`src/rtl/calc_ctrl_param.sv`:
```
// Keypad-driven sign-magnitude calculator controller with add/sub, shift-add multiply, clear, backspace and chaining.
// Latency: key_read 1 cycle after an event edge; add/sub result 2 cycles after equal; multiply WIDTH cycles after equal.
// Backpressure: none; events arriving while busy (or outside the entry states) are dropped.
//
// Ports:
//   clk, RST                       clock, synchronous active-high reset
//   keypad_input, read_input       digit value and its level strobe (rising edge = digit event)
//   operator_input                 operator level code (0 -> nonzero = operator event)
//   equal_input                    equal level strobe (rising edge = equal event)
//   key_read, complete             one-cycle pulses: event accepted / result written
//   overflow, busy                 sticky overflow flag / computation in progress
//   display_output                 sign-magnitude value shown on the display
module calc_ctrl_param #(
   parameter int WIDTH      = 16,
   parameter int MAX_DIGITS = 4
) (
   input  logic             clk,
   input  logic             RST,
   input  logic [3:0]       keypad_input,
   input  logic             read_input,
   input  logic [2:0]       operator_input,
   input  logic             equal_input,
   output logic             key_read,
   output logic             complete,
   output logic             overflow,
   output logic             busy,
   output logic [WIDTH-1:0] display_output
);

   localparam int MW = WIDTH - 1;               // magnitude width
   localparam int PW = 2 * MW;                  // full product width
   localparam int CW = $clog2(MAX_DIGITS + 1);  // digit counter width
   localparam int IW = $clog2(MW);              // multiply iteration counter width

   localparam logic [2:0] OP_NEG  = 3'd1;
   localparam logic [2:0] OP_ADD  = 3'd2;
   localparam logic [2:0] OP_SUB  = 3'd3;
   localparam logic [2:0] OP_MUL  = 3'd4;
   localparam logic [2:0] OP_CLR  = 3'd5;
   localparam logic [2:0] OP_BKSP = 3'd6;
   localparam logic [2:0] OP_RSVD = 3'd7;

   typedef enum logic [2:0] {
      ENTRY_A,
      ENTRY_B,
      EXEC,
      MUL_RUN,
      RESULT
   } state_t;

   state_t state, state_nxt;

   // previous-value registers for edge detection
   logic          read_q;
   logic [2:0]    op_q;
   logic          eq_q;

   // operands, stored operator, result
   logic          a_sgn, b_sgn, res_sgn;
   logic [MW-1:0] a_mag, b_mag, res_mag;
   logic [CW-1:0] a_cnt, b_cnt;
   logic [2:0]    op_sel;
   logic          fresh;     // A holds a just-computed result; next digit starts a new number
   logic          ovf_q;
   logic          key_read_q;

   // multiplier state
   logic [PW-1:0] mul_acc, mul_mcand;
   logic [MW-1:0] mul_mplr;
   logic [IW-1:0] mul_cnt;

   // event decode
   logic rd_edge, op_edge, eq_edge, idle;
   logic ev_eq, ev_op, ev_dig;
   logic acc_eq, acc_op, acc_dig, accept;

   // active operand edit path
   logic          act_sgn, base_sgn, upd_sgn;
   logic [MW-1:0] act_mag, base_mag, upd_mag, times10, div10;
   logic [CW-1:0] act_cnt, base_cnt, upd_cnt;
   logic          wr_act;

   // add/sub path
   logic signed [WIDTH:0] sa, sb, ssum;
   logic [WIDTH:0]        sabs;
   logic                  as_ovf, as_sgn;
   logic [MW-1:0]         as_mag;

   // multiply step
   logic [PW-1:0] mul_nxt;
   logic          mul_ovf, mul_last, mul_sgn;
   logic [MW-1:0] mul_mag;

   assign rd_edge = read_input & ~read_q;
   assign op_edge = (operator_input != 3'd0) && (op_q == 3'd0);
   assign eq_edge = equal_input & ~eq_q;
   assign idle    = (state == ENTRY_A) || (state == ENTRY_B);

   always_comb begin
      ev_eq  = 1'b0;
      ev_op  = 1'b0;
      ev_dig = 1'b0;
      // only the highest-priority edge is considered; the rest are dropped
      if (idle) begin
         if (eq_edge)      ev_eq  = 1'b1;
         else if (op_edge) ev_op  = 1'b1;
         else if (rd_edge) ev_dig = 1'b1;
      end
   end

   always_comb begin
      act_sgn  = (state == ENTRY_B) ? b_sgn : a_sgn;
      act_mag  = (state == ENTRY_B) ? b_mag : a_mag;
      act_cnt  = (state == ENTRY_B) ? b_cnt : a_cnt;
      // a digit right after a result restarts A from zero
      base_sgn = (state == ENTRY_A && fresh) ? 1'b0 : act_sgn;
      base_mag = (state == ENTRY_A && fresh) ? '0   : act_mag;
      base_cnt = (state == ENTRY_A && fresh) ? '0   : act_cnt;
      times10  = (base_mag << 3) + (base_mag << 1);
      div10    = act_mag / MW'(10);

      acc_eq  = ev_eq && (state == ENTRY_B);
      acc_op  = ev_op && (operator_input != OP_RSVD);
      acc_dig = ev_dig && (keypad_input <= 4'd9) &&
                ((base_cnt < CW'(MAX_DIGITS)));
      accept  = acc_eq | acc_op | acc_dig;

      upd_sgn = act_sgn;
      upd_mag = act_mag;
      upd_cnt = act_cnt;
      wr_act  = 1'b0;
      if (acc_dig) begin
         upd_sgn = base_sgn;
         upd_mag = times10 + {{(MW-4){1'b0}}, keypad_input};
         upd_cnt = base_cnt + CW'(1);
         wr_act  = 1'b1;
      end else if (acc_op && operator_input == OP_NEG) begin
         upd_sgn = (act_mag != '0) ? ~act_sgn : 1'b0;
         wr_act  = 1'b1;
      end else if (acc_op && operator_input == OP_BKSP) begin
         if (act_cnt != '0) begin
            upd_mag = div10;
            upd_cnt = act_cnt - CW'(1);
            upd_sgn = (div10 != '0) ? act_sgn : 1'b0;  // never leave a negative zero
         end
         wr_act = 1'b1;
      end
   end

   // sign-magnitude add/sub via one extra bit of two's complement headroom
   always_comb begin
      sa = $signed({2'b00, a_mag});
      if (a_sgn) sa = -sa;
      sb = $signed({2'b00, b_mag});
      if (b_sgn ^ (op_sel == OP_SUB)) sb = -sb;
      ssum   = sa + sb;
      sabs   = ssum[WIDTH] ? $unsigned(-ssum) : $unsigned(ssum);
      as_ovf = |sabs[WIDTH:MW];
      as_mag = as_ovf ? '0 : sabs[MW-1:0];
      as_sgn = ~as_ovf & ssum[WIDTH] & (sabs[MW-1:0] != '0);
   end

   always_comb begin
      mul_nxt  = mul_acc + (mul_mplr[0] ? mul_mcand : '0);
      mul_ovf  = |mul_nxt[PW-1:MW];
      mul_mag  = mul_ovf ? '0 : mul_nxt[MW-1:0];
      mul_sgn  = ~mul_ovf & (a_sgn ^ b_sgn) & (mul_nxt[MW-1:0] != '0);
      mul_last = (mul_cnt == IW'(MW - 1));
   end

   always_ff @(posedge clk) begin
      if (RST) state <= ENTRY_A;
      else     state <= state_nxt;
   end

   always_comb begin
      state_nxt = state;
      case (state)
         ENTRY_A, ENTRY_B: begin
            if (acc_op && operator_input == OP_CLR)
               state_nxt = ENTRY_A;
            else if (acc_op && state == ENTRY_A &&
                     (operator_input == OP_ADD || operator_input == OP_SUB ||
                      operator_input == OP_MUL))
               state_nxt = ENTRY_B;
            else if (acc_eq)
               state_nxt = (op_sel == OP_MUL) ? MUL_RUN : EXEC;
         end
         EXEC:    state_nxt = RESULT;
         MUL_RUN: if (mul_last) state_nxt = RESULT;
         RESULT:  state_nxt = ENTRY_A;
         default: state_nxt = ENTRY_A;
      endcase
   end

   always_ff @(posedge clk) begin
      if (RST) begin
         read_q     <= 1'b0;
         op_q       <= '0;
         eq_q       <= 1'b0;
         a_sgn      <= 1'b0;
         a_mag      <= '0;
         a_cnt      <= '0;
         b_sgn      <= 1'b0;
         b_mag      <= '0;
         b_cnt      <= '0;
         res_sgn    <= 1'b0;
         res_mag    <= '0;
         op_sel     <= '0;
         fresh      <= 1'b0;
         ovf_q      <= 1'b0;
         key_read_q <= 1'b0;
         mul_acc    <= '0;
         mul_mcand  <= '0;
         mul_mplr   <= '0;
         mul_cnt    <= '0;
      end else begin
         read_q     <= read_input;
         op_q       <= operator_input;
         eq_q       <= equal_input;
         key_read_q <= accept;

         if (accept) begin
            ovf_q <= 1'b0;
            fresh <= 1'b0;
         end

         if (wr_act) begin
            if (state == ENTRY_B) begin
               b_sgn <= upd_sgn;
               b_mag <= upd_mag;
               b_cnt <= upd_cnt;
            end else begin
               a_sgn <= upd_sgn;
               a_mag <= upd_mag;
               a_cnt <= upd_cnt;
            end
         end

         if (acc_op) begin
            case (operator_input)
               OP_ADD, OP_SUB, OP_MUL: begin
                  op_sel <= operator_input;
                  if (state == ENTRY_A) begin
                     b_sgn <= 1'b0;
                     b_mag <= '0;
                     b_cnt <= '0;
                  end
               end
               OP_CLR: begin
                  a_sgn  <= 1'b0;
                  a_mag  <= '0;
                  a_cnt  <= '0;
                  b_sgn  <= 1'b0;
                  b_mag  <= '0;
                  b_cnt  <= '0;
                  op_sel <= '0;
               end
               default: ;
            endcase
         end

         if (acc_eq && op_sel == OP_MUL) begin
            mul_acc   <= '0;
            mul_mcand <= {{MW{1'b0}}, a_mag};
            mul_mplr  <= b_mag;
            mul_cnt   <= '0;
         end

         if (state == EXEC) begin
            res_sgn <= as_sgn;
            res_mag <= as_mag;
            ovf_q   <= as_ovf;
         end

         // one multiplier bit per cycle; the last step writes the result directly
         if (state == MUL_RUN) begin
            mul_acc   <= mul_nxt;
            mul_mcand <= mul_mcand << 1;
            mul_mplr  <= mul_mplr >> 1;
            mul_cnt   <= mul_cnt + IW'(1);
            if (mul_last) begin
               res_sgn <= mul_sgn;
               res_mag <= mul_mag;
               ovf_q   <= mul_ovf;
            end
         end

         // result becomes A; A is full so only a fresh digit can replace it
         if (state == RESULT) begin
            a_sgn <= res_sgn;
            a_mag <= res_mag;
            a_cnt <= CW'(MAX_DIGITS);
            b_sgn <= 1'b0;
            b_mag <= '0;
            b_cnt <= '0;
            fresh <= 1'b1;
         end
      end
   end

   always_comb begin
      case (state)
         ENTRY_A:                 display_output = {a_sgn, a_mag};
         ENTRY_B, EXEC, MUL_RUN:  display_output = {b_sgn, b_mag};
         RESULT:                  display_output = {res_sgn, res_mag};
         default:                 display_output = '0;
      endcase
   end

   assign key_read = key_read_q;
   assign complete = (state == RESULT);
   assign busy     = (state == EXEC) || (state == MUL_RUN);
   assign overflow = ovf_q;

endmodule

```
`config.mk`:
```
export PLATFORM = sky130hd
export DESIGN_NAME = calc_ctrl_param
export DESIGN_NICKNAME = d
export VERILOG_FILES = /design/src/rtl/calc_ctrl_param.sv
export SDC_FILE = /design/constraint.sdc
export NUM_CORES = 1
export LEC_CHECK = 0
export CAP_MARGIN = 0
export CORE_UTILIZATION = 64
export CTS_CLUSTER_DIAMETER = 50
export CTS_CLUSTER_SIZE = 14
export DETAILED_ROUTE_END_ITERATION = 8
export PLACE_DENSITY_LB_ADDON = 0.3
export SETUP_SLACK_MARGIN = 0.4
export SLEW_MARGIN = 20
export SYNTH_ARGS = -nofsm -noshare
export SYNTH_HDL_FRONTEND = slang
export SYNTH_SLANG_ARGS = --single-unit
```
`constraint.sdc`:
```
create_clock -name clk -period 6.75 [get_ports clk]
set_input_delay 1.35 -clock clk [delete_from_list [all_inputs] [get_ports clk]]
set_output_delay 1.35 -clock clk [all_outputs]
set_load 0.02 [all_outputs]
```
==> metrics.md, run 1 <==
| Metric | Value |
|---|---|
| Run status | `completed` |
| Post-CTS Setup Repair Bufs | `0` |
| Placed Cells incl. Taps | `1951` |
| Leakage | `5.49 nW` |
| Clock Tree Root | `clkbuf_16` |
| Final hold vios | `0` |
| Post-Route Setup TNS | `0 ns` |
| Slew Viols, Final | `0` |
| Layout Nets | `1797` |
| Arr. time, crit path | `6.18 ns` |
| Initial DRC count | `1162` |
| Dominant cell type by area after synthesis | `dfxtp_1` |
| Die H | `143 µm` |
| I/O Buffers | `30` |
| Initial antenna violation count | `0` |
| Synth top area share | `23.1%` |
| Largest net degree at the start of global routing | `80` |
| Worst Tran Pin Value | `1.14 ns` |
| Worst-path clk slew | `0.07 ns` |
| WHS | `0.461 ns` |
| Maximum VDD drop | `0.163 mV` |
| Worst setup EP type | `flop` |
| Worst Skew | `0.0113 ns` |
| Vias in the first global route | `12233` |
| Pre-Repair DR Iteration Count | `5` |
| Worst slew margin | `24.2%` |
| Non-filler cells, final | `1983` |
| Share of cells above drive strength 1 | `6.23%` |
| Critical path class | `flop to flop` |
| Fin crit share | `87.1%` |
| Max cap viols | `0` |
| Period minus WS final | `5.88 ns` |
| Power, Total | `2.51 mW` |
| Chip width | `143 µm` |
| Initial Util | `65.3%` |
| DR vias | `12883` |
| Clock insertion delay at the later pin of the skew report | `0.44 ns` |
| EDFF count, synth | `0` |
| Core area | `19500 µm²` |
| Pwr dens | `184 nW/µm²` |
| HP Start | `b_cnt[2]` |
| Hold Path End | `b_cnt[2]` |
| Via density | `6.50` |
| Hold_buf cts | `0` |
| Post-Route WL | `36500 µm` |
| Launch point of the worst path | `a_mag[14]` |
| Top post-synthesis cells by area | `dfxtp_1 (23%), ha_1 (7.6%), nand2_1 (7.1%), a21oi_1 (6.8%), nor2_1 (4.8%)` |
| Post-synthesis register bit count | `147` |
| WHS Path Cells | `2` |
| CP Launch Type | `flop` |
| Mapped Nets | `1839` |
| Ys Warns | `0` |
| Worst hold path type | `flop to flop` |
| Most frequent cell after synthesis | `nand2_1` |
| Syn Area/Cell | `7.28 µm²` |
| Register area share after synthesis | `23.1%` |
| Die area | `20400 µm²` |
| Worst-path fanout max | `18` |
| Setup Viol. Count Final | `0` |
| Post-DP HPWL | `26400 µm` |
| Reg2Reg Depth | `17` |
| Sink Count | `147` |
| Reg2Reg Setup Slack | `0.87 ns` |
| DRC | `0` |
| Global-route wire length before repair | `59700 µm` |
| Deepest clock path buffer count | `2` |
| Synth async-reset ratio | `0%` |
| Post-synth top cells | `nand2_1 (241), a21oi_1 (174), nor2_1 (163)` |
| DP Area | `13100 µm²` |
| Diode count | `0` |
| Total CTS buffers | `17` |
| FMAX | `0.170 GHz` |
| Data required, critical path | `7.05 ns` |
| Ports | `31` |
| Most used flip-flop cell after synthesis | `dfxtp_1` |
| # H-tree levels | `4` |
| Worst reg2reg startpoint | `a_mag[14]` |
| Cells resized by post-CTS repair | `0` |
| RSZ-0062 raised after global routing | `false` |
| RR Endpoint | `b_mag[0]` |
| Post-Syn Instances | `1747` |
| Antenna-violating nets left | `0` |
| Gr ovfl total | `0` |
| All-layer global routing usage | `36.3%` |
| CTS tree | `built` |
| Final Wtd Congestion | `0.977` |
| Area Growth Syn to Fin | `7.65%` |
| # rows | `51` |
| Final Cell Area | `13700 µm²` |
| Avg WL per Cell | `18.4 µm` |
| Post-synthesis cell type count | `98` |
| Mapped cell area | `12700 µm²` |
## final cells by class
cell class | instances | area, µm²
Clock buffer | 18 | 439
Clock inverter | 14 | 141
Fill cell | 1595 | 5780
Inverter | 50 | 188
Multi-Input combinational cell | 1429 | 9120
Sequential cell | 147 | 2940
Tap cell | 265 | 332
Timing Repair Buffer | 60 | 523
## through the flow
step / worst slack (ns) / utilization [%]
finish: 0.868 / 70.3
global route: 0.404 / 70.3
CTS: 0.606 / 70.3
detailed placement: 0.636 / 67.3
global placement: 0.829 / 67.3
floorplan: 1.45 / -
## worst max path at each step
stage	endpoint	cells past startpoint
2_1_floorplan	res_mag[7]	22
3_3_place_gp	res_sgn	21
3_5_place_dp	res_sgn	21
4_1_cts	res_sgn	21
5_1_grt	b_mag[0]	17
6_report	b_mag[0]	17
## critical path, cell delays in order, from the launching register on
cell	delay [ns]
dfxtp_1	0.82
nand2b_1	0.23
a2111oi_0	0.55
nor3_1	0.12
a211o_1	0.48
and2_1	0.26
o211ai_1	0.25
a2bb2oi_4	0.17
xnor2_1	0.50
nor2_1	0.16
a21oi_1	0.28
a221oi_4	0.12
a21oi_2	0.40
mux2_2	0.39
o2111ai_1	0.18
o21ai_1	0.09
a221oi_1	0.56
a211oi_1	0.16
## flip-flops by register name, summed over array words and instances, names as in the netlist
register	cells
mul_acc	30
a_sgn	1
state	3
b_cnt	3
a_cnt	3
b_mag	15
key_read	1
mul_cnt	4
a_mag	15
mul_mcand	30
op_q	3
read_q	1
res_sgn	1
eq_q	1
mul_mplr	15
res_mag	15
b_sgn	1
overflow	1
op_sel	3
fresh	1
## cell usage in the layout (no fill, tap or decap), types with 15 or more instances in the layout
cell	netlist	routed
a21o_1	20	20
a21oi_1	174	174
a22oi_1	28	28
a311oi_1	16	16
a31oi_1	21	21
and2_1	44	43
and3_1	15	15
buf_4	1	31
clkbuf_16	0	17
clkdlybuf4s50_1	0	29
dfxtp_1	147	147
ha_1	77	77
inv_1	50	50
mux2i_1	45	45
nand2_1	241	240
nand2b_1	19	19
nand3_1	73	72
nor2_1	163	161
nor2b_1	18	18
nor3_1	43	43
o21ai_0	78	78
o21bai_1	17	17
o22ai_1	18	18
o31ai_1	18	18
xnor2_1	69	68
xor2_1	33	33
## power breakdown
group          switching [mW]  internal, mW
Clock                   0.419         0.528
Combinational           0.413         0.253
Sequential             0.0216         0.877
## layer usage
layer	global-route usage, %	vias up	share of wire [%]
li1	-	6184	-
met1	43.8	6060	41
met2	62.9	554	49
met3	6.51	85	7.2
met4	15.4	0	2.9
met5	0	-	0
## kinds of logic after synthesis
logic type                 Yosys count  share of synthesized area (%)
and+or+nand+nor                    696                           26.0
AOI/OAI and AO/OA                  492                           25.3
buffers and inverters              171                           5.29
DFF                                147                           23.1
xor gates and xnor gates           103                           7.24
adders and majority gates           85                           8.53
muxes                               53                           4.52
No activity file was read; power rests on OpenSTA's default activity.
==> inputs of run 2 (changes only) <==
--- a/config.mk
+++ b/config.mk
@@ -11,7 +11,7 @@
 export CTS_CLUSTER_SIZE = 14
 export DETAILED_ROUTE_END_ITERATION = 8
 export PLACE_DENSITY_LB_ADDON = 0.3
-export SETUP_SLACK_MARGIN = 0.4
+export RECOVER_POWER = 100
 export SLEW_MARGIN = 20
 export SYNTH_ARGS = -nofsm -noshare
 export SYNTH_HDL_FRONTEND = slang
==> metrics.md, run 2 (same netlist as run 1, synthesis figures left out) <==
| Metric | Value |
|---|---|
| Worst-path fanout max | `18 (unchanged)` |
| Via density | `6.50 (+0.12%)` |
| Final Cell Area | `13600 µm² (-0.33%)` |
| Initial Util | `65.3% (unchanged)` |
| Sw Pwr | `0.858 mW (+0.46%)` |
| # rows | `51 (unchanged)` |
| Area of the multi-input gates | `9100 µm² (-0.16%)` |
| Commonest non-fill, non-tap cell in the layout | `nand2_1` |
| WHS | `0.461 ns (-0.000105 ns)` |
| Initial antenna violation count | `0 (unchanged)` |
| Maximum VDD drop | `0.165 mV (+1.3%)` |
| P_int | `1.65 mW (-0.22%)` |
| Initial DRC count | `1296 (+12%)` |
| Vias in the first global route | `12233 (unchanged)` |
| Reg2Reg Setup Slack | `0.59 ns (-0.28 ns)` |
| CTS tree | `built` |
| Fin crit share | `91.3% (+4.2 points)` |
| Setup Viol. Count Final | `0 (unchanged)` |
| Pwr dens | `184 nW/µm² (+0.34%)` |
| Hold Path End | `b_cnt[2]` |
| Post-Route WL | `36600 µm (+0.20%)` |
| CP Launch Type | `flop` |
| Ports | `31 (unchanged)` |
| Pre-Repair DR Iteration Count | `7 (+2)` |
| Slew Viols, Final | `226 (+226)` |
| Switch share | `34.2% (+0.15 points)` |
| Most used cell, CP | `a21oi_1` |
| Sequential share of power | `35.8% (about the same)` |
| DR vias | `12898 (+0.12%)` |
| Share of cells above drive strength 1 | `5.53% (-0.70 points)` |
| Final hold vios | `0 (unchanged)` |
| Core area | `19500 µm² (unchanged)` |
| Gr ovfl total | `0 (unchanged)` |
| DRC | `0 (unchanged)` |
| RSZ-0062 raised after global routing | `false` |
| WHS Path Cells | `2 (unchanged)` |
| Worst path max stage delay | `0.83 ns (about the same)` |
| Data required, critical path | `7.04 ns (about the same)` |
| Area Growth Syn to Fin | `7.29%` |
| Post-DP HPWL | `26400 µm (unchanged)` |
| Largest net degree at the start of global routing | `80 (unchanged)` |
| Total CTS buffers | `17 (unchanged)` |
| Reg2Reg Depth | `17 (unchanged)` |
| Power, Total | `2.51 mW (about the same)` |
| Worst setup EP type | `flop` |
| Failing checks | `max-capacitance violations, max-slew violations` |
| HP Start | `b_cnt[2]` |
| DP Area | `13100 µm² (unchanged)` |
| All-layer global routing usage | `36.3% (unchanged)` |
| Worst slew margin | `-111% (-130 points)` |
| Max cap viols | `4 (+4)` |
| CP max-delay cell | `dfxtp_1` |
| Global-route wire length before repair | `59700 µm (unchanged)` |
| I/O Buffers | `30 (unchanged)` |
| Critical path class | `flop to flop` |
| Worst hold path type | `flop to flop` |
| Leakage | `5.51 nW (+0.29%)` |
| Clock Tree Root | `clkbuf_16` |
| Arr. time, crit path | `6.45 ns (+0.27 ns)` |
| Worst Skew | `0.0106 ns (-0.000749 ns)` |
| Worst Tran Pin Value | `3.16 ns (+2.02 ns)` |
| Post-Route Setup TNS | `0 ns (unchanged)` |
| Deepest clock path buffer count | `2 (unchanged)` |
| Worst reg2reg startpoint | `a_mag[14]` |
| Die H | `143 µm (unchanged)` |
| Final Wtd Congestion | `0.977 (unchanged)` |
| Avg WL per Cell | `18.4 µm (+0.20%)` |
| Die area | `20400 µm² (unchanged)` |
| Most frequent cells in the layout | `nand2_1 (240), a21oi_1 (175), nor2_1 (161)` |
| Fillers | `1605 (+0.63%)` |
| # H-tree levels | `4 (unchanged)` |
| Comb pwr share | `26.4% (about the same)` |
| Sink Count | `147 (unchanged)` |
| Flip-flop and latch area | `2940 µm² (unchanged)` |
| FMAX | `0.162 GHz (-4.6%)` |
| Diode count | `0 (unchanged)` |
| Clock network power share | `37.8% (about the same)` |
| Biggest regs | `mul_acc x30, mul_mcand x30` |
| Antenna-violating nets left | `0 (unchanged)` |
| Final core occ | `70.1% (-0.23 points)` |
| Worst-path clk slew | `0.07 ns (about the same)` |
| Period minus WS final | `6.16 ns (+0.281 ns)` |
| Crit-path cells | `nand2b_1 -> a2111oi_0 -> nor3_1 -> a211o_1 -> and2_0 -> o211ai_1 -> a2bb2oi_4 -> xnor2_1 -> nor2_1 -> a21oi_1 -> a221oi_4 -> a21oi_1 -> mux2_2 -> o2111ai_1 -> o21ai_0 -> a221oi_1 -> a211oi_1` |
| Layout Nets | `1797 (unchanged)` |
| Clock insertion delay at the later pin of the skew report | `0.44 ns (about the same)` |
| RR Endpoint | `b_mag[0]` |
| Run status | `finished with violations` |
| Chip width | `143 µm (unchanged)` |
## run 2: cell count changes in the layout (fill, tap and decap cells not counted), sizes merged
cell and delta:
dlygate4sd3 +21, clkdlybuf4s50 -21, clkbuf +8, buf -8
## run 2: what timing repair did
action / CTS / global route
hold buffers: 0 / 0
gates resized for setup: 0 / 1
setup buffers: 0 / 0
setup endpoints to repair: 0 / 11
endpoints found under the hold margin: 0 / 0
## run 2: power groups by stage
stage	combinational, mW	sequential [mW]	clock [mW]
floorplan	0.529	0.903	0
global placement	0.646	0.917	0
detailed placement	0.651	0.917	0
CTS	0.653	0.898	0.943
global route	0.720	0.900	0.987
finish	0.663	0.899	0.949
## run 2: final cells by class
type                            instances  area share [%]
Multi-Input combinational cell       1429            66.7
Timing Repair Buffer                   60            3.61
Clock inverter                         14            1.04
Tap cell                              265            2.43
Clock buffer                           18            3.22
Sequential cell                       147            21.6
Inverter                               50            1.38
## run 2: critical path, delay by kind of cell (launching register included)
kind	cells	cell delay, ns
xor+xnor	1	0.50
mux	1	0.41
compound gates	11	3.49
simple gates	4	0.77
flops	1	0.83
## run 2: per-stage QoR
stage,setup slack (ns),instances
after CTS,0.606,1983
after global routing,0.110,1983
after floorplan,1.45,1747
after global placement,0.829,1951
after detailed placement,0.636,1951
final,0.588,1983
## run 2: worst max-delay path by stage
| stage | start | to | slack (ns) |
|---|---|---|---|
| finish | a_mag[14] | b_mag[0] | 0.59 |
| global route | a_mag[14] | b_mag[0] | 0.11 |
| CTS | op_sel[2] | res_sgn | 0.61 |
| detailed placement | op_sel[2] | res_sgn | 0.64 |
| global placement | op_sel[2] | res_sgn | 0.83 |
| floorplan | op_sel[2] | res_mag[7] | 1.45 |
## run 2: layer usage
layer / part of all wire [%] / vias up / global-route usage [%]
met5: 0 / - / 0
met4: 3.1 / 0 / 15.4
met3: 7.0 / 90 / 6.51
met2: 49 / 565 / 62.9
met1: 41 / 6056 / 43.8
li1: - / 6187 / -
